File: config.mk
export PLATFORM = sky130hd
export DESIGN_NAME = chorus_delay_controller
export DESIGN_NICKNAME = d
export VERILOG_FILES = /design/src/rtl/chorus_delay_controller.sv
export SDC_FILE = /design/constraint.sdc
export NUM_CORES = 1
export LEC_CHECK = 0
export BUFFER_PORTS_ARGS = -buffer_cell sky130_fd_sc_hd__buf_2
export CAP_MARGIN = 0
export CORE_MARGIN = 3
export CORE_UTILIZATION = 50
export DETAILED_ROUTE_END_ITERATION = 10
export GPL_ROUTABILITY_DRIVEN = 0
export PLACE_DENSITY = 0.75
export SYNTH_ARGS = -nofsm -noshare
export SYNTH_HDL_FRONTEND = slang
export SYNTH_SLANG_ARGS = --single-unit
File: constraint.sdc
create_clock -name clk -period 9.5 [get_ports clk]
set_input_delay 1.9 -clock clk [delete_from_list [all_inputs] [get_ports clk]]
set_output_delay 1.9 -clock clk [all_outputs]
set_load 0.05 [all_outputs]
File: src/rtl/chorus_delay_controller.sv
// Per-sample sequencer for the chorus delay line: accepts a sample, strobes the delay buffer,
// mixes the dry/wet words it returns and sweeps the delay with a triangle LFO.
module chorus_delay_controller #(
   parameter int unsigned BUFFER_SIZE = 44100,
   parameter int unsigned MIN_DELAY   = 441,
   parameter int unsigned MAX_DELAY   = 1323
) (
   input  logic        clk,
   input  logic        resetn,
   input  logic [15:0] sample_in,
   input  logic        sample_in_valid,
   output logic        sample_in_ready,
   input  logic [15:0] lfo_div,
   input  logic [8:0]  mix,
   input  logic        bypass,
   output logic        buf_enable,
   output logic [15:0] buf_data_in,
   output logic [15:0] buf_delay,
   input  logic [15:0] buf_dry,
   input  logic [15:0] buf_wet,
   output logic [15:0] sample_out,
   output logic        sample_out_valid,
   input  logic        sample_out_ready,
   output logic [15:0] cur_delay
);

   // Keep the sweep inside the attached buffer even if MAX_DELAY is misconfigured.
   localparam int unsigned MAX_EFF = (MAX_DELAY < BUFFER_SIZE) ? MAX_DELAY : BUFFER_SIZE - 1;
   localparam logic [15:0] DMIN = 16'(MIN_DELAY);
   localparam logic [15:0] DMAX = 16'(MAX_EFF);
   localparam bit LFO_FIXED = (MIN_DELAY >= MAX_EFF);

   typedef enum logic [1:0] {IDLE, WRITE, CAPTURE, OUT} state_t;

   state_t             state;
   logic               lfo_up;
   logic [15:0]        lfo_cnt;

   logic [8:0]         m;
   logic signed [25:0] mix_sum;
   logic [15:0]        mix_res;
   logic [15:0]        lfo_cnt_d;
   logic [15:0]        delay_d;
   logic               up_d;

   assign sample_in_ready = (state == IDLE);

   // Convex combination; the arithmetic shift floors toward minus infinity.
   always_comb begin
      m       = (mix > 9'd256) ? 9'd256 : mix;
      mix_sum = 26'($signed(buf_dry)) * 26'($signed({1'b0, 9'd256 - m}))
              + 26'($signed(buf_wet)) * 26'($signed({1'b0, m}));
      mix_res = 16'(mix_sum >>> 8);
   end

   always_comb begin
      lfo_cnt_d = lfo_cnt;
      delay_d   = cur_delay;
      up_d      = lfo_up;
      if (lfo_div == 16'd0) begin
         lfo_cnt_d = 16'd0;
      end else if ({1'b0, lfo_cnt} + 17'd1 >= {1'b0, lfo_div}) begin
         lfo_cnt_d = 16'd0;
         if (LFO_FIXED) begin
            delay_d = DMIN;
         end else if (lfo_up) begin
            if (cur_delay >= DMAX) begin
               up_d    = 1'b0;
               delay_d = DMAX - 16'd1;
            end else begin
               delay_d = cur_delay + 16'd1;
            end
         end else begin
            if (cur_delay <= DMIN) begin
               up_d    = 1'b1;
               delay_d = DMIN + 16'd1;
            end else begin
               delay_d = cur_delay - 16'd1;
            end
         end
      end else begin
         lfo_cnt_d = lfo_cnt + 16'd1;
      end
   end

   always_ff @(posedge clk) begin
      if (!resetn) begin
         state            <= IDLE;
         buf_enable       <= 1'b0;
         buf_data_in      <= 16'd0;
         buf_delay        <= DMIN;
         cur_delay        <= DMIN;
         lfo_up           <= 1'b1;
         lfo_cnt          <= 16'd0;
         sample_out       <= 16'd0;
         sample_out_valid <= 1'b0;
      end else begin
         buf_enable <= 1'b0;
         case (state)
            IDLE: begin
               // The buffer only sees a new delay here, so it is stable across WRITE.
               buf_delay <= cur_delay;
               if (sample_in_valid) begin
                  buf_data_in <= sample_in;
                  buf_enable  <= 1'b1;
                  state       <= WRITE;
               end
            end
            WRITE: begin
               state <= CAPTURE;
            end
            CAPTURE: begin
               sample_out       <= bypass ? buf_dry : mix_res;
               sample_out_valid <= 1'b1;
               state            <= OUT;
            end
            OUT: begin
               if (sample_out_ready) begin
                  sample_out_valid <= 1'b0;
                  cur_delay        <= delay_d;
                  lfo_up           <= up_d;
                  lfo_cnt          <= lfo_cnt_d;
                  state            <= IDLE;
               end
            end
            default: begin
               state <= IDLE;
            end
         endcase
      end
   end

endmodule
# Word level (Yosys, flattened, before mapping)
# Cells that the tools add are included.
word_totals:
  register_bits: 85
  in_bits: 78
  output_inout_bits: 67
  word_cells: 52
op_classes:
  add_sub_neg: 6
  n_mul: 2
  n_lt_le_gt_ge: 4
  eq_ne: 5
  muxes: 16
  bitwise: 1
  reduce_logical: 9
ops:
  columns: ["operator", "count"]
  rows:
  - ["two-way mux 16 bit", 6]
  - ["multiplier 16 x 10 -> 24 bit", 2]
  - ["adder 16 x 1 -> 16 bit (second input constant)", 2]
  - ["adder 24 bit", 1]
  - ["adder 16 x 1 -> 17 bit (second input constant)", 1]
  - ["greater-or-equal comparator 17 x 16 -> 1 bit", 1]
  - ["greater-or-equal comparator 16 x 11 -> 1 bit (second input constant)", 1]
  - ["less-or-equal comparator 16 x 9 -> 1 bit (second input constant)", 1]
  - ["zero test 16 bit", 1]
  - ["subtractor 16 x 1 -> 16 bit (second input constant)", 1]
  - ["AND reduction 2 bit", 5]
  - ["greater-than comparator 9 bit (second input constant)", 1]
  - ["two-way mux 9 bit", 1]
  - ["subtractor 9 bit (first input constant)", 1]
  - ["case mux 2 bit (4 select lines)", 1]
  - ["two-way mux 1 bit", 5]
  - ["equality test 2 bit (second input constant)", 2]
  - ["two-way mux 2 bit", 2]
  - ["inequality test 2 bit (second input constant)", 2]
  - ["AND reduction 4 bit", 1]
  - ["equality test 2 x 1 -> 1 bit (second input constant)", 1]
  - ["zero test 2 bit", 1]
  - ["case mux 1 bit (2 select lines)", 1]
  - ["nonzero test 2 bit", 1]
  - ["NOT 1 bit", 1]

# Depth between registers and ports, before layout
# Gate-level depths: netlist of run 1.
logic_depth:
  depth_word: 6
  depth_mapped: 33
  ltp_nobuf: 28

# Least setup slack after synthesis of run 1
# No wires, ideal clock.
synth_timing:
  path_type: "in2reg"
  from: "in mix[8]"
  to: "reg sample_out[13]"
  setup_ps: 127
  t_arrival_ps: 9385
  required_ps: 9373
  slack_ps: -11
  cell_stages: 32
  n_path_buf: 5
  cell_sequence: "clkbuf_1 > clkbuf_1 > nor2b_1 > clkbuf_1 > clkbuf_1 > inv_1 > ha_1 > nand2_1 > xor2_1 > clkbuf_1 > and2_1 > fa_1 > fa_1 > inv_1 > fa_1 > inv_1 > fa_1 > fa_1 > fa_1 > inv_1 > fa_1 > inv_1 > ha_1 > a21oi_1 > nor2_1 > a211oi_1 > inv_1 > o41ai_1 > nand2_1 > o41ai_1 > xor2_1 > o211ai_1"
synth_via:
  elab_chain_cells: 6
  elab_cells_between_ends: 7
  classes_between: "add/sub (2); mul (2); order compare (1); mux (2)"
synth_lines:
  columns: ["element", "line", "rtl"]
  rows:
  - ["start, declared", "14", "input logic [8:0] mix,"]
  - ["greater-than comparator 9 bit", "50", "m = (mix > 9'd256) ? 9'd256 : mix;"]
  - ["two-way mux 9 bit *", "50", null]
  - ["subtractor 9 bit", "51", "mix_sum = 26'($signed(buf_dry)) * 26'($signed({1'b0, 9'd256 - m}))"]
  - ["multiplier 16 x 10 -> 24 bit", "51", null]
  - ["adder 24 bit *", "52", "+ 26'($signed(buf_wet)) * 26'($signed({1'b0, m}));"]
  - ["two-way mux 16 bit *", "113", "sample_out <= bypass ? buf_dry : mix_res;"]
  - ["end signal, assigned", "113", null]
  - ["end, declared", "21", "output logic [15:0] sample_out,"]
# Every way passes the cells marked *; elsewhere a longest branch is shown, timed or not.
# A chain may end at the register's enable or synchronous reset.

# Worst setup path in the final report of run 1
layout_timing:
  from: "in mix[8]"
  to: "reg sample_out[15]"
# The elaborated chain is that of the path after synthesis.

==> results of run 1 <==
flip-flops by register name, indices dropped and copies added, names as in the netlist:
signal,flops
lfo_cnt,16
state,2
buf_enable,1
cur_delay,16
sample_out_valid,1
buf_data_in,16
sample_out,16
lfo_up,1
buf_delay,16
layout make-up:
cell class              instances  area, um2  area share, %
well taps                     384      480.5          2.971
clock inverters                 6      93.84         0.5803
repair buffers                167      893.4          5.524
flip-flops and latches         85       1702          10.52
inverters                     369       1385          8.565
clock buffers                   9      225.2          1.393
multi-input cells            1166      11390          70.44
power by group:
part / total, W / internal (W) / switching, W
Sequential: 0.000428 / 0.000403 / 0.0000244
Clock: 0.000380 / 0.000231 / 0.000148
Combinational: 0.00536 / 0.00225 / 0.00311
logic make-up (layout without fill, tap and decap cells):
| group | count (synthesis) | after routing | synth area share (%) |
|---|---|---|---|
| and+or+nand+nor | 525 | 525 | 18.01 |
| muxes | 19 | 19 | 1.294 |
| DFF | 85 | 85 | 11.50 |
| AOI/OAI and AO/OA | 188 | 188 | 8.348 |
| xor gates and xnor gates | 52 | 52 | 3.079 |
| adders and majority gates | 382 | 382 | 46.06 |
| buffers and inverters | 448 | 551 | 11.70 |
worst paths after layout:
kind | start | end | slack, ns | cells past startpoint
max reg2reg | lfo_cnt[0] | cur_delay[0] | 5.27 | 13
min reg2reg | buf_data_in[10] | buf_data_in[10] | 0.46 | 2
max | mix[8] | sample_out[15] | 0.43 | 29
min | buf_data_in[10] | buf_data_in[10] | 0.46 | 2
repair_timing:
action                     4_1_cts  5_1_grt
setup endpoints to repair        0        4
buffers inserted                 0        0
resized for setup                0        4
cell usage after synthesis (all sizes together), types with 5 or more instances:
cell type | n | share of area (%)
inv | 369 | 9.4
fa | 271 | 37
nand2 | 196 | 5.0
and2 | 180 | 7.6
ha | 111 | 9.4
dfxtp | 85 | 12
a21oi | 59 | 2.0
clkbuf | 55 | 1.4
nor2 | 52 | 1.3
xnor2 | 38 | 2.2
o21ai | 35 | 1.2
buf | 24 | 0.95
mux2i | 18 | 1.2
nand3 | 17 | 0.58
a22o | 14 | 0.83
nor3 | 14 | 0.47
xor2 | 14 | 0.83
nor2b | 11 | 0.52
nand4 | 10 | 0.42
o211ai | 10 | 0.54
o22ai | 10 | 0.42
or3 | 9 | 0.41
and3 | 7 | 0.30
a211oi | 6 | 0.30
a31oi | 6 | 0.25
nor4 | 6 | 0.25
a21o | 5 | 0.25
nand2b | 5 | 0.23
o21a | 5 | 0.25
or2 | 5 | 0.23
through the flow:
stage | worst slack [ns] | util (%) | instance area, um2 | power, W
CTS | 0.3292 | 55.79 | 16140 | 0.006192
global placement | 0.2156 | 54.69 | 15820 | 0.005630
global route | 0.03847 | 55.89 | 16170 | 0.007042
finish | 0.4328 | 55.89 | 16170 | 0.006165
floorplan | 0.07746 | - | 14800 | 0.004747
detailed placement | -0.03420 | 54.69 | 15820 | 0.005781
tightest hold or removal path: stages (launching register included):
cell and delay (ns):
dfxtp_1 0.31, nand2_1 0.05, a21oi_1 0.05
layer usage:
layer	vias up	track usage, %
li1	5396	-
met1	5796	28.63
met2	259	42.71
met3	62	2.937
met4	0	6.250
met5	-	0
==> flow_summary.ini, run 1 <==
[detailed_routing]
vias = 11510
wire_per_inst_um = 15.95
drt_iter0_drc = 684
met2WireLength_um = 18450
drtPass1Iterations = 5
via_per_inst = 5.267
postRouteAntennaNets = 0
drc = 0
wl_met1_um = 14260
wl_met3_um = 1326
routed_wl_um = 34870
top_layer = met4

[cells_and_area]
drive_gt1_share_pct = 10.99
mostFrequentLayoutCells = inv_1 (368), fa_1 (271), nand2_1 (196)
final_nets = 2258
instances_no_fill = 2186
area_growth_pct = 9.312
final_common_cell = inv_1
fill_cells = 2654
num_antenna_cells = 0

[clock_network]
cts_tree = yes
postCtsHoldBufs = 0
clock_sinks = 85
clk_latency_ns = 0.34
cts_buffer_depth = 2
cts_buffers = 9
htreeDepth = 3
ctsRootBufferMaster = clkbuf_16
clk_pin_slew_ns = 0.06

[sta]
timing.slew.headroom_pct = 16.54
setup_viol = 0
drv_slew = 0
tns_ns = 0
worst_pin_slew_ns = 1.248
holdWs_ns = 0.4551
rsz0062_at_grt = false
layout_min_cycle_time_ns = 9.067
fmax_ghz = 0.1103
final.period_utilization_pct = 95.44
skew_ns = 0.008663
hold_viol = 0

[critical_path]
path_delay_family = adder cells
critPathCaptureType = flip-flop
path_max_fanout = 21
slowest_delay_ns = 0.55
cp_slowest_cell = fa_1
critPathLaunchType = input pin
path_buf_inv = 7
critPathArrivalTime_ns = 9.26
crit_top_cell = fa_1
crit_type = in -> reg
cp.required_ns = 9.69

[yosys]
synth_edf_count = 0
synthFlopType = dfxtp_1
synth_warnings = 0
synth-seq-cells = 85
synth_fp_nets = 2159
netlist_area_mm2 = 0.01479
synth_cell_types = 68
async_reset_ff_share_pct = 0
seq_area_frac_synth_pct = 11.50
syn_area_per_cell_um2 = 8.708
synthesis.instances = 1699

[global_routing]
track_usage_pct = 23.22
grt_max_degree = 46
grt.overflow.total = 0
grt_pass1_wl_um = 59170
grt_pass1_vias = 12330
antenna_found_initial = 0

[die]
dieArea_mm2 = 0.03169
rows = 62
num_io_pins = 145
chipWidth_um = 178.0
dieHeight_um = 178.0
start_util_pct = 51.13
coreArea_mm2 = 0.02894

[power]
power.density_mw_per_mm2 = 381.2
peakVddDrop_mv = 0.5849
leakage_nw = 8.187

[place]
placedCellCount = 2171
port_buffers = 144
place_hpwl_um = 28610

[flow_run]
drv_cap = 0

[worst_hold_path]
hp-class = reg -> reg

[run_status]
status = finished clean
Note: power is estimated with default switching activity, not from simulation.
==> inputs of run 2 (changes only) <==
- BUFFER_PORTS_ARGS: -buffer_cell sky130_fd_sc_hd__buf_2 -> default
- DONT_BUFFER_PORTS: default -> 1
- PLACE_DENSITY: 0.75 -> 0.71
- RECOVER_POWER: default -> 100
==> run 2 against run 1 <==
  * The flow now finishes with violations (max-capacitance violations, max-slew violations)
  * Clock skew hardly changed
  * Wire length is 0.85% lower
  * Via count is 5.0% lower
  * Critical path depth is 2 lower
  * Cell count is 6.7% lower
  * Largest cell class unchanged
==> flow_summary.ini, run 2 (synthesis results as in run 1) <==
[detailed_routing]
drc = 0
postRouteAntennaNets = 0
drtPass1Iterations = 5
wire_per_inst_um = 16.96
drt_iter0_drc = 692
via_per_inst = 5.364
vias = 10940
routed_wl_um = 34580

[sta]
hold_viol = 0
rsz0062_at_grt = false
worst_pin_slew_ns = 1.879
final.period_utilization_pct = 93.52
layout_min_cycle_time_ns = 8.885
holdWs_ns = 0.4796
skew_ns = 0.008961
drv_slew = 21
layout_setup_ws_ns = 0.6154
setup_viol = 0
fmax_ghz = 0.1126
timing.slew.headroom_pct = -25.25
tns_ns = 0

[cells_and_area]
fin_util_pct = 53.01
area_growth_pct = 3.670
mostFrequentLayoutCells = inv_1 (369), fa_1 (271), nand2_1 (196)
num_antenna_cells = 0
drive_gt1_share_pct = 2.477
final_nets = 2110
final_common_cell = inv_1
instances_no_fill = 2039

[critical_path]
cp_slowest_cell = fa_1
critPathCaptureType = flip-flop
crit_type = in -> reg
critPathLaunchType = input pin
slowest_delay_ns = 0.54
crit_top_cell = fa_1
path_max_fanout = 9
cp.required_ns = 9.72
critPathArrivalTime_ns = 9.10

[clock_network]
clk_latency_ns = 0.34
clock_sinks = 85
clk_pin_slew_ns = 0.07
cts_buffer_depth = 2
ctsRootBufferMaster = clkbuf_16
postCtsSetupBuffers = 0
htreeDepth = 3
cts_tree = yes
cts_buffers = 9

[global_routing]
grt_pass1_wl_um = 57800
grt_max_degree = 46
grt_pass1_vias = 11500
grt.overflow.total = 0
track_usage_pct = 22.78
antenna_found_initial = 0

[place]
dpl_worst_slack_ns = 0.1564
placedCellCount = 2023
port_buffers = 0
place_hpwl_um = 28140

[power]
power.density_mw_per_mm2 = 395.1
leakage_nw = 7.488
power_frac_seq_pct = 9.7
p_int_w = 0.002808
switching_share_pct = 53.66
peakVddDrop_mv = 0.4528
clkPwrFrac_pct = 5.4
p_sw_w = 0.003252
p_comb_share_pct = 84.9

[die]
dieArea_mm2 = 0.03169
rows = 62
num_io_pins = 145
dieHeight_um = 178.0
coreArea_mm2 = 0.02894
chipWidth_um = 178.0
start_util_pct = 51.13

[run_status]
failed_checks = max-capacitance violations, max-slew violations
status = complete, but fails checks

[worst_hold_path]
hp-class = reg -> reg

[flow_run]
drv_cap = 1
## run 2: routing by layer
metal / track usage (%) / wire (um) / vias up
met2: 41.15 / 18140 / 237
li1: - / - / 5114
met5: 0 / 0 / -
met1: 28.19 / 13910 / 5531
met3: 3.746 / 1615 / 56
met4: 6.054 / 910 / 0
## run 2: final cells by class
cell class	instances	area [um2]
repair buffers	19	131.4
fillers	2670	13600
clock buffers	10	229.0
multi-input cells	1166	11360
flip-flops and latches	85	1702
clock inverters	6	46.29
well taps	384	480.5
inverters	369	1385
## run 2: power by group through the flow
stage          Sequential, W  Combinational [W]  Clock, W
2_1_floorplan       0.000577            0.00417         0
3_3_place_gp        0.000599            0.00502         0
3_5_place_dp        0.000600            0.00516         0
4_1_cts             0.000592            0.00520  0.000334
5_1_grt             0.000595            0.00596  0.000348
6_report            0.000590            0.00514  0.000327
## run 2: worst paths after layout
path | slack (ns) | depth (start not counted) | from | end
worst max-delay path | 0.62 | 27 | mix[2] | sample_out[13]
worst min-delay path | 0.48 | 2 | lfo_cnt[15] | lfo_cnt[15]
worst max register to register | 5.01 | 14 | lfo_cnt[0] | cur_delay[0]
worst min register to register | 0.48 | 2 | lfo_cnt[15] | lfo_cnt[15]
## run 2: through the flow
| stage | instance area, um2 | total power [W] |
|---|---|---|
| 6_report | 15340 | 0.006060 |
| 5_1_grt | 15340 | 0.006898 |
| 4_1_cts | 15350 | 0.006123 |
| 3_5_place_dp | 15070 | 0.005759 |
| 3_3_place_gp | 15070 | 0.005622 |
| 2_1_floorplan | 14800 | 0.004747 |
## run 2: timing repair
item / in CTS / in global routing
hold buffers: 0 / 0
setup endpoints to repair: 0 / 1
resized for setup: 0 / 1
## run 2: critical path: cells and delay by family
kind,cells,cell delay (ns)
AND/OR/NAND/NOR,6,0.99
AO/OA/AOI/OAI,5,1.32
adder cells (fa/ha/maj),8,3.88
buffers and inverters,6,0.58
XOR/XNOR,2,0.42
